### src/rtl/imm_gen_pipe.sv
// Decode-stage immediate generator: extracts and extends the RV32I/RV64I immediate,
// classifies its format and precomputes pc+imm, behind a valid/ready pipeline register.
module imm_gen_pipe #(
  parameter int XLEN = 32,
  parameter int SKID = 1
) (
  input  logic            clk,
  input  logic            rst_n,
  input  logic            flush,
  input  logic            in_valid,
  output logic            in_ready,
  input  logic [31:0]     in_instr,
  input  logic [XLEN-1:0] in_pc,
  output logic            out_valid,
  input  logic            out_ready,
  output logic [31:0]     out_instr,
  output logic [XLEN-1:0] out_pc,
  output logic [XLEN-1:0] out_imm,
  output logic [2:0]      out_fmt,
  output logic [XLEN-1:0] out_target
);

  typedef enum logic [2:0] {
    FMT_NONE  = 3'd0,
    FMT_I     = 3'd1,
    FMT_S     = 3'd2,
    FMT_B     = 3'd3,
    FMT_U     = 3'd4,
    FMT_J     = 3'd5,
    FMT_SHAMT = 3'd6,
    FMT_CSRZ  = 3'd7
  } fmt_e;

  localparam logic [6:0] OP_LOAD   = 7'b0000011;
  localparam logic [6:0] OP_JALR   = 7'b1100111;
  localparam logic [6:0] OP_IMM    = 7'b0010011;
  localparam logic [6:0] OP_IMM32  = 7'b0011011;
  localparam logic [6:0] OP_STORE  = 7'b0100011;
  localparam logic [6:0] OP_BRANCH = 7'b1100011;
  localparam logic [6:0] OP_JAL    = 7'b1101111;
  localparam logic [6:0] OP_LUI    = 7'b0110111;
  localparam logic [6:0] OP_AUIPC  = 7'b0010111;
  localparam logic [6:0] OP_SYSTEM = 7'b1110011;

  typedef struct packed {
    logic [31:0]     instr;
    logic [XLEN-1:0] pc;
    logic [XLEN-1:0] imm;
    logic [2:0]      fmt;
    logic [XLEN-1:0] target;
  } entry_t;

  logic [XLEN-1:0] imm_s;
  fmt_e            fmt_s;
  logic            pcrel_s;
  logic            is_shift_s;
  entry_t          in_ent_s;

  entry_t     slot0_q, slot0_d;
  entry_t     slot1_q, slot1_d;
  logic [1:0] count_q, count_d;
  logic       in_ready_q, in_ready_d;
  logic       push_s, pop_s;

  assign is_shift_s = (in_instr[14:12] == 3'b001) || (in_instr[14:12] == 3'b101);

  // Immediate extraction, format classification and the pc-relative adder
  always_comb begin
    imm_s   = '0;
    fmt_s   = FMT_NONE;
    pcrel_s = 1'b0;
    case (in_instr[6:0])
      OP_LOAD, OP_JALR: begin
        fmt_s = FMT_I;
        imm_s = XLEN'($signed(in_instr[31:20]));
      end
      OP_IMM: begin
        if (is_shift_s) begin
          fmt_s = FMT_SHAMT;
          if (XLEN == 64) begin
            imm_s = XLEN'(in_instr[25:20]);
          end else begin
            imm_s = XLEN'(in_instr[24:20]);
          end
        end else begin
          fmt_s = FMT_I;
          imm_s = XLEN'($signed(in_instr[31:20]));
        end
      end
      OP_IMM32: begin
        if (XLEN != 64) begin
          fmt_s = FMT_NONE;
        end else if (is_shift_s) begin
          fmt_s = FMT_SHAMT;
          imm_s = XLEN'(in_instr[24:20]);
        end else begin
          fmt_s = FMT_I;
          imm_s = XLEN'($signed(in_instr[31:20]));
        end
      end
      OP_STORE: begin
        fmt_s = FMT_S;
        imm_s = XLEN'($signed({in_instr[31:25], in_instr[11:7]}));
      end
      OP_BRANCH: begin
        fmt_s   = FMT_B;
        pcrel_s = 1'b1;
        imm_s   = XLEN'($signed({in_instr[31], in_instr[7], in_instr[30:25],
                                 in_instr[11:8], 1'b0}));
      end
      OP_JAL: begin
        fmt_s   = FMT_J;
        pcrel_s = 1'b1;
        imm_s   = XLEN'($signed({in_instr[31], in_instr[19:12], in_instr[20],
                                 in_instr[30:21], 1'b0}));
      end
      OP_LUI, OP_AUIPC: begin
        fmt_s   = FMT_U;
        pcrel_s = (in_instr[6:0] == OP_AUIPC);
        imm_s   = XLEN'($signed({in_instr[31:12], 12'h000}));
      end
      OP_SYSTEM: begin
        if (in_instr[14] && (in_instr[13:12] != 2'b00)) begin
          fmt_s = FMT_CSRZ;
          imm_s = XLEN'(in_instr[19:15]);
        end else begin
          fmt_s = FMT_NONE;
        end
      end
      default: begin
        fmt_s = FMT_NONE;
      end
    endcase
    in_ent_s.instr  = in_instr;
    in_ent_s.pc     = in_pc;
    in_ent_s.imm    = imm_s;
    in_ent_s.fmt    = fmt_s;
    in_ent_s.target = pcrel_s ? (in_pc + imm_s) : '0;
  end

  // With SKID=0 the single slot frees up whenever downstream drains it this cycle
  assign in_ready  = (SKID != 0) ? in_ready_q : (!out_valid || out_ready);
  assign out_valid = (count_q != 2'd0);
  assign push_s    = in_valid && in_ready && !flush;
  assign pop_s     = out_valid && out_ready;

  // Two-slot queue update; slot0 always feeds the outputs, slot1 is the skid entry
  always_comb begin
    slot0_d = slot0_q;
    slot1_d = slot1_q;
    count_d = count_q;
    if (flush) begin
      count_d = 2'd0;
    end else begin
      case ({push_s, pop_s})
        2'b10: begin
          if (count_q == 2'd0) begin
            slot0_d = in_ent_s;
          end else begin
            slot1_d = in_ent_s;
          end
          count_d = count_q + 2'd1;
        end
        2'b01: begin
          slot0_d = slot1_q;
          count_d = count_q - 2'd1;
        end
        2'b11: begin
          if (count_q == 2'd2) begin
            slot0_d = slot1_q;
            slot1_d = in_ent_s;
          end else begin
            slot0_d = in_ent_s;
          end
        end
        default: begin
          count_d = count_q;
        end
      endcase
    end
    in_ready_d = (count_d != 2'd2);
  end

  // Pipeline state registers
  always_ff @(posedge clk or negedge rst_n) begin
    if (!rst_n) begin
      slot0_q    <= '0;
      slot1_q    <= '0;
      count_q    <= 2'd0;
      in_ready_q <= 1'b1;
    end else begin
      slot0_q    <= slot0_d;
      slot1_q    <= slot1_d;
      count_q    <= count_d;
      in_ready_q <= in_ready_d;
    end
  end

  assign out_instr  = slot0_q.instr;
  assign out_pc     = slot0_q.pc;
  assign out_imm    = slot0_q.imm;
  assign out_fmt    = slot0_q.fmt;
  assign out_target = slot0_q.target;

endmodule

### config.mk
export PLATFORM = sky130hd
export DESIGN_NAME = imm_gen_pipe
export DESIGN_NICKNAME = d
export VERILOG_FILES = /design/src/rtl/imm_gen_pipe.sv
export SDC_FILE = /design/constraint.sdc
export NUM_CORES = 1
export LEC_CHECK = 0
export ABC_AREA = 1
export CAP_MARGIN = 20
export CORE_MARGIN = 2
export CORE_UTILIZATION = 43
export CTS_BUF_LIST = sky130_fd_sc_hd__clkbuf_2 sky130_fd_sc_hd__clkbuf_4 sky130_fd_sc_hd__clkbuf_8
export CTS_CLUSTER_DIAMETER = 100
export DETAILED_ROUTE_END_ITERATION = 16
export DONT_BUFFER_PORTS = 1
export HOLD_SLACK_MARGIN = 0.02
export PLACE_DENSITY = 0.56
export SLEW_MARGIN = 20
export SYNTH_ARGS = -nofsm -noshare
export SYNTH_HDL_FRONTEND = slang
export SYNTH_SLANG_ARGS = --single-unit
export TNS_END_PERCENT = 50
### constraint.sdc
create_clock -name clk -period 1.8 [get_ports clk]
set_input_delay 0.36 -clock clk [delete_from_list [all_inputs] [get_ports clk]]
set_output_delay 0.36 -clock clk [all_outputs]
set_load 0.05 [all_outputs]
==> Word level (Yosys, flattened, before mapping) <==
Index checks and enable logic that the tools add are counted.
{ "totals": {"regBits": 265, "in_bits": 69, "output_inout_bits": 133, "wordCells": 67} }
{ "op_classes": {"n_addsub": 3, "eq_ne": 19, "muxes": 16, "bitwise": 1, "n_reduce_logical": 16} }
{ "op_table": {"columns": ["op", "count"], "rows": [
  ["two-way mux 131 bit", 4],
  ["one-hot mux 131 bit (3 select lines)", 1],
  ["one-hot mux 131 bit (2 select lines)", 1],
  ["one-hot mux 32 bit (7 select lines)", 1],
  ["two-way mux 32 bit", 2],
  ["adder 32 bit", 1],
  ["== test 7 bit (second input constant)", 4],
  ["one-hot mux 3 bit (7 select lines)", 1],
  ["== test 7 x 5 -> 1 bit (second input constant)", 2],
  ["== test 7 x 6 -> 1 bit (second input constant)", 2],
  ["inequality test 2 bit (second input constant)", 4],
  ["== test 7 x 2 -> 1 bit (second input constant)", 1],
  ["== test 2 bit (second input constant)", 3],
  ["two-way mux 3 bit", 2],
  ["nonzero test 2 bit", 3],
  ["OR reduction 2 bit", 3],
  ["two-way mux 5 bit", 1],
  ["logical AND 1 bit", 4],
  ["one-hot mux 2 bit (2 select lines)", 1],
  ["AND reduction 4 bit", 1],
  ["== test 3 x 1 -> 1 bit (second input constant)", 1],
  ["== test 3 bit (second input constant)", 1],
  ["AND reduction 3 bit", 1],
  ["nonzero test 3 bit", 1],
  ["other kinds (9)", 9]
]} }

==> Depth between registers and ports, before layout <==
Gate-level depths: netlist of the first run.
{ "logic_depth": {"depth_word": 8, "mapped_depth": 22, "depth_no_buf": 21} }

==> Least setup slack after synthesis of the first run <==
No wires, ideal clock.
{ "synth_timing": {"path_type": "input port to flip-flop", "from": "in in_instr[6]", "to": "reg slot0_q, in the netlist out_target[14]", "setup_time_ps": 139, "t_arrival_ps": 2499, "required_ps": 1661, "path_slack_ps": -838, "stages": 18, "n_path_buf": 0, "cell_sequence": "inv_2 > nor2_8 > nand2_2 > and2_1 > nand2_1 > nand2_1 > o221ai_2 > ha_1 > fa_1 > nand3_1 > nand2_1 > nand2_1 > nand2_1 > nand3_1 > nand2_1 > or2_2 > nand3_1 > a31oi_1"} }
{ "synth_via": {"elab_chain_cells": 7, "elab_cells_between_ends": 19, "cone_classes": "add/sub: 1; eq/ne: 9; mux: 6; reduce/logical: 3"} }
{ "synth_lines": {"columns": ["element", "line", "text"], "rows": [
  ["start: declaration", "12", "input logic [31:0] in_instr,"],
  ["== test 7 x 5 -> 1 bit, or another cell as far along", "72", "case (in_instr[6:0])"],
  ["OR reduction 2 bit", "72", null],
  ["one-hot mux 32 bit (7 select lines) *", "72", null],
  ["net imm_s[0]", "53", "logic [XLEN-1:0] imm_s;"],
  ["adder 32 bit *", "138", "in_ent_s.target = pcrel_s ? (in_pc + imm_s) : '0;"],
  ["two-way mux 32 bit *", "138", null],
  ["two-way mux 131 bit, on equally long branches", "169, 157", null],
  ["one-hot mux 131 bit (3 select lines) *", "155", "case ({push_s, pop_s})"],
  ["end signal: assignment", "192", "slot0_q <= slot0_d;"],
  ["end: declaration", "59", "entry_t slot0_q, slot0_d;"]
]} }
The timed path passes the listed nets; every way through them passes the cells marked *. The select of a mux whose other input is x is not followed.
A chain may end at the register's enable or synchronous reset.

==> Worst setup path in the final report of the first run <==
{ "layout_timing": {"from": "in in_instr[1]", "to": "reg slot0_q, in the netlist out_target[15]"} }
The elaborated chain is that of the path after synthesis.

==> results of run 1 <==
-- report_power, final --
| part | internal, µW | switching, µW |
|---|---|---|
| Clock | 3330 | 2580 |
| Combinational | 2800 | 2970 |
| Sequential | 7770 | 5870 |
| Total | 13900 | 11400 |
-- placed cells by master (no fill, tap or decap), types with 8 or more instances in the layout --
master / Yosys / final
o21ai_0: 202 / 64
nand2_1: 475 / 283
inv_4: 0 / 10
o21ai_2: 3 / 34
dlygate4sd3_1: 0 / 73
nor2_2: 1 / 25
nand2_2: 12 / 136
o21ai_4: 0 / 9
a21oi_4: 0 / 18
a21oi_1: 79 / 31
ha_4: 0 / 33
a22oi_2: 0 / 51
inv_2: 10 / 15
a22oi_1: 62 / 11
nor2_4: 2 / 24
o21ai_1: 1 / 99
a21oi_2: 3 / 33
nor2_1: 172 / 126
nand4_1: 36 / 36
clkbuf_4: 0 / 13
buf_6: 3 / 58
buf_8: 0 / 8
nand3_1: 45 / 17
buf_4: 6 / 223
nand2_4: 1 / 63
nand3_4: 1 / 11
clkbuf_8: 0 / 62
dfrtp_1: 264 / 264
inv_1: 161 / 139
o211ai_4: 0 / 9
buf_12: 0 / 48
clkbuf_16: 0 / 17
a31oi_1: 17 / 17
buf_16: 0 / 13
nand3_2: 4 / 23
-- sequential cells by signal (all words and copies together), names as in the netlist --
register    cells
out_pc         32
out_imm        32
out_target     32
count_q         2
out_fmt         3
slot1_q       131
in_ready        1
out_instr      32
-- cell families after synthesis --
group	Yosys count	share of synthesized area (%)
buffers and inverters	265	7.87
XOR/XNOR	3	0.188
flip-flops	265	47.5
AND/OR/NAND/NOR	772	23.0
AO/OA/AOI/OAI	411	18.1
adder cells (fa/ha/maj)	36	3.28
-- final cells by class --
class                      count  area (µm²)
multi-input combinational   1223        9090
fill                        2279        8810
sequential                   265        6630
timing repair buffer         440        4920
clock buffer                  75         951
inverter                     172         754
tap                          402         503
clock inverter                 6        38.8
timing repair inverter         1        11.3
-- stage by stage --
stage          instance area, µm²  worst slack (ps)  utilization, %  TNS [ps]  hold WS [ps]
5_1_grt                     22900              -573            72.2    -87240          -551
3_5_place_dp                16900             -1450            53.3   -103310          75.1
4_1_cts                     20500              -350            64.7    -51420          -553
6_report                    22900              -470            72.2    -67990          -516
2_1_floorplan               15000              -679               -    -54940          64.4
3_3_place_gp                16900             -1440            53.3    -99670          72.1
-- final timing paths --
| path | depth (start not counted) | slack (ps) | end | start |
|---|---|---|---|---|
| hold reg to reg | 2 | 480 | slot1_q[8] | slot1_q[8] |
| min in group clk | 3 | 30 | slot1_q[104] | in_instr[5] |
| max in group asynchronous | 0 | 1950 | slot1_q[48] | rst_n |
| setup / recovery | 19 | -470 | out_target[15] | in_instr[1] |
| setup reg to reg | 14 | -400 | out_imm[5] | count_q[0] |
| hold / removal | 0 | -520 | out_instr[11] | rst_n |
-- synthesized netlist by cell type (2+ instances only) --
cell,count
ha_1,35
a21oi_1,79
o22ai_2,10
dfrtp_1,264
buf_6,3
o221ai_2,6
nand2_2,12
nand4_1,36
o211ai_2,9
nand3b_1,5
nor3_2,2
a21oi_2,3
a22oi_1,62
a31oi_1,17
o21bai_1,4
buf_2,45
nand3_2,4
or2_2,5
o21ai_2,3
inv_2,10
nor2_1,172
nor2_4,2
clkbuf_1,38
nor3_1,7
a221oi_1,11
buf_4,6
nand3_1,45
nand2_1,475
inv_1,161
o21a_1,2
o21ai_0,202
xnor2_1,2
-- timing repair --
| action | in CTS | in global routing |
|---|---|---|
| gates cloned | 15 | 19 |
| pin swaps | 90 | 150 |
| gates resized for setup | 269 | 440 |
| endpoints found under the hold margin | 374 | 265 |
| setup endpoints to repair | 264 | 264 |
| setup buffers | 51 | 72 |
-- metal layers --
layer  vias to the layer above  wire (µm)  global-route usage [%]
met4                         2       2180                    10.6
met3                       135       3390                    5.97
met1                      6920      22600                    39.0
met5                         -         13                       0
li1                       6630          -                       -
met2                       498      26300                    49.5
==> run summary, run 1 <==
share of cells above drive strength 1 - 46.0%
number of global-route vias before repair - 13.6k
number of flops mapped to enable cells by yosys - 0
Hold WC Path Type - primary input to asynchronous set/reset pin
CP max stage cell - nor3_4
mapped cell area - 14,000 µm²
Worst Skew - 30.2 ps
max incr delay on CP - 280 ps
max cap viols - 0
nature of the critical path endpoint - flop
Power Dens Cells - 1110 nW/µm²
crit path cell chain - nand2_8, nor3_4, nand2_4, nand3_4, nor2_4, buf_12, buf_4, nor2_4, ha_4, nand2_2, inv_2, a21oi_4, nand2_4, nand2_2, nand2_4, buf_4, or2_4, nand4_1, a31oi_1
Slew HR - 61.3%
Synth area leader - dfrtp_1
cell repeated most along the worst path - nand2_4
gpl congestion - 0.957
Core Area - 31,700 µm²
post-synthesis sequential area ratio - 47.5%
Yosys warning count - 0
Setup Crit Path Kind - primary input to flop
hold_buf cts - 73
Power, Total - 25,300 µW
grt ovf - 0
post-synth top area share - 47.4%
top post-synthesis cells by area - dfrtp_1 (47%), nand2_1 (13%), o21ai_0 (7.2%), nor2_1 (4.6%), inv_1 (4.3%)
fmax - 0.440 GHz
CP startpoint kind - primary input
hold slack final - -516 ps
Site Rows - 65
clk sink count - 265
Worst Max-Slew Pin Slew - 581 ps
Reg clk slew, reported paths - 50 ps
RSZ-0062 raised after global routing - yes
cells after synthesis - 1,752
wire length per cell - 21.1 µm
Worst Slack Setup Final - -470 ps
placed wire-length estimate - 33.3 mm
#FFs+latches synth - 265
crit path DAT - 2710 ps
detailed-route via count - 14.2k
Distinct cells, synth - 47
Max Slew Vio Count - 0
largest net degree at the start of global routing - 266
Primary FF master, synth - dfrtp_1
Initial Utilization - 44.0%
Die Y - 184 µm
CTS Buf Count - 46
Crit path max-delay family - simple AND/OR/NAND/NOR gates
Tot GR Track Use - 29.9%
Nets - 2,254
Via density - 5.49
port bufs - 0
remaining antenna violation count - 0
Final Setup Violations - 263
cell total after placement - 2,290
Starting DRT DRC Count - 948
CTS tree - yes
final hold vios - 265
status - finished with violations
minimum clock period - 2270 ps
Clock Path Buffers - 3
Post-Syn Nets - 1,857
first-pass GRT wire length - 77.4 mm
Detailed Route WL - 54.5 mm
initial antenna violation count - 1
CP bufs+invs - 4
Crit path required time - 2240 ps
clock root cell - clkbuf_8
worst-path fanout max - 6
n_diodes - 0
depth of the CTS H-tree - 2
period utilization - 126%
Area growth, synth to finish - 64.2%
Die W - 184 µm
Die ar. - 33,900 µm²
DR pass1 iterations - 7
Clock Latency Late Sink - 590 ps
Async SR Flop Fraction - 100%
Mean Syn Cell Area - 7.96 µm²
leakage power - 0.0107 µW
drt drc - 0
Max VDD drop - 0.853 mV
final std cells w/o fill - 2,584
failing checks - hold timing, setup timing
io pins - 202
Power figures use the tool's default switching activity.
==> run 2: changes to the inputs <==
Settings changed: ABC_AREA 1 to not set, CORE_MARGIN 2 to not set.
==> run summary, run 2 <==
share of cells above drive strength 1 - 48.7%
DRT met1 WL - 24.3 mm
main combinational cell family by area after synthesis - simple AND/OR/NAND/NOR gates
leakage power - 0.0104 µW
Detailed Route WL - 58.7 mm
mux cell area share after synthesis - 0.808%
grt ovf - 0
Switching Power - 13,200 µW
clk sink count - 265
post-synthesis sequential area ratio - 49.8%
cells after synthesis - 1,491
Design Area, Final - 22,300 µm²
sequential share of power - 49.7%
Area growth, synth to finish - 67.2%
Distinct cells, synth - 71
minimum clock period - 2860 ps
Initial Utilization - 43.6%
Clock Latency Late Sink - 590 ps
wire length per cell - 25.4 µm
Worst Slack Setup Final - -1060 ps
routed wl met3 - 5.49 mm
Top reg by flops - slot1_q
post-synth top area share - 49.6%
Worst Max-Slew Pin Slew - 602 ps
Hold WC Path Type - primary input to asynchronous set/reset pin
Max Slew Vio Count - 0
Comb pwr share - 28.4%
CP startpoint kind - primary input
Mean Syn Cell Area - 8.93 µm²
placed wire-length estimate - 32.1 mm
xor and xnor area share after synthesis - 1.64%
first-pass GRT wire length - 79.3 mm
largest net degree at the start of global routing - 266
Nets - 1,971
number of flops mapped to enable cells by yosys - 0
Total Neg Setup Slack - -145,230 ps
CTS tree - yes
Power, Total - 28,500 µW
Clock Path Buffers - 3
fmax - 0.349 GHz
Crit path required time - 2260 ps
status - finished with violations
nature of the critical path endpoint - flop
hold slack final - -547 ps
mapped cell area - 13,300 µm²
Synth area leader - dfrtp_1
switching share of power - 46.2%
top post-synthesis cells by area - dfrtp_1 (50%), nand2_1 (10%), a221oi_1 (7.0%), nor2_1 (6.9%), ha_1 (3.3%)
Reg clk slew, reported paths - 60 ps
most common cell after layout, fill and taps aside - dfrtp_1
Slew HR - 59.9%
Via density - 5.93
detailed-route via count - 13.7k
DR top layer - met5
Commonest cells post-synth - nand2_1 (360), dfrtp_1 (264), nor2_1 (244), a221oi_1 (106), clkbuf_1 (77)
depth of the CTS H-tree - 2
clock root cell - clkbuf_8
Simple-Gate Fraction of Synth Area - 21.4%
Synth Area in Adders - 3.44%
count leader, synth - nand2_1
Power Dens Cells - 1280 nW/µm²
Final Setup Violations - 265
number of flip-flops in the largest register - 131
Worst Skew - 31.3 ps
Die W - 178 µm
port bufs - 0
drt drc - 0
Setup Crit Path Kind - primary input to flop
dpl cell area - 15,900 µm²
DR pass1 iterations - 5
crit path DAT - 3320 ps
Compound-Gate Fraction of Synth Area - 19.1%
met2 routed WL - 25.5 mm
Yosys warning count - 0
Starting DRT DRC Count - 1,219
initial antenna violation count - 9
Post-Syn Nets - 1,596
io pins - 202
Primary FF master, synth - dfrtp_1
Core Area - 30,500 µm²
Async SR Flop Fraction - 100%
failing checks - hold timing, setup timing
most frequent cells in the layout - dfrtp_1 (264), buf_4 (227), nand2_1 (226)
final hold vios - 265
gpl congestion - 0.887
Pint - 15,300 µW
#FFs+latches synth - 265
Die ar. - 31,700 µm²
max cap viols - 0
RSZ-0062 raised after global routing - yes
Max VDD drop - 1.20 mV
Die Y - 178 µm
share of power burned in the clock network - 21.9%
number of global-route vias before repair - 12.9k
Site Rows - 64
CTS Buf Count - 47
Place WS - -1770 ps
worst-path fanout max - 4
period utilization - 159%
remaining antenna violation count - 0
Tot GR Track Use - 33.7%
## run 2: layout make-up
| type | instances | area (µm²) |
|---|---|---|
| clock buffer | 72 | 922 |
| sequential | 265 | 6630 |
| timing repair buffer | 427 | 4940 |
| inverter | 13 | 57.6 |
| fill | 2068 | 8250 |
| tap | 396 | 495 |
| clock inverter | 12 | 119 |
| multi-input combinational | 1112 | 9050 |
| antenna | 13 | 32.5 |
## run 2: per-stage QoR
step	hold WS (ps)	instances	util, %
after detailed placement	72.6	2007	52.2
final	-547	2310	72.9
after CTS	-557	2239	65.6
after floorplan	64.4	1491	-
after global placement	73.3	2007	52.2
after global routing	-564	2308	72.9
## run 2: worst paths after layout
| check | start | end | slack (ps) | depth (start not counted) |
|---|---|---|---|---|
| setup / recovery | in_instr[1] | slot1_q[20] | -1060 | 14 |
| hold / removal | rst_n | out_instr[27] | -550 | 0 |
| setup reg to reg | in_ready | slot1_q[20] | -600 | 11 |
| hold reg to reg | slot1_q[12] | slot1_q[12] | 480 | 2 |
| max in group asynchronous | rst_n | out_imm[5] | 1820 | 0 |
| min in group clk | in_instr[19] | slot1_q[39] | 20 | 2 |
## run 2: logic make-up (layout without fill, tap and decap cells)
group                    Yosys count  count (layout)
other                              0              13
buffers and inverters            116             524
AND/OR/NAND/NOR                  699             700
AO/OA/AOI/OAI                    340             341
multiplexers                      10              10
adder cells (fa/ha/maj)           36              36
flip-flops                       265             265
XOR/XNOR                          25              25
## run 2: power by group through the flow
stage	registers [µW]	clock network (µW)	logic, µW
floorplan	13500	0	3760
global placement	13900	0	4860
detailed placement	14000	0	4970
CTS	14000	6290	6490
global route	14400	6560	8680
finish	14200	6240	8090
## run 2: layer usage
metal / GRT usage [%] / up-vias
met5: 0 / -
met4: 14.7 / 8
met3: 8.48 / 183
met2: 50.4 / 659
met1: 46.1 / 6833
li1: - / 6020
## run 2: critical path, cell delays in order
cell	delay [ps]
and2_4	160
nand2_4	90
nor3_4	60
a32oi_2	180
nand2_2	130
ha_4	200
fa_2	420
a211oi_4	280
o21ai_2	100
a31o_4	240
o31a_1	270
o211a_1	230
or3_4	340
a32o_1	250
## run 2: what timing repair did
item / in CTS / in global routing
setup endpoints to repair: 265 / 265
pin swaps: 148 / 178
cloned: 27 / 22
buffers inserted: 57 / 56
hold endpoints to repair: 396 / 267
hold buffers: 66 / 1
resized for setup: 266 / 346
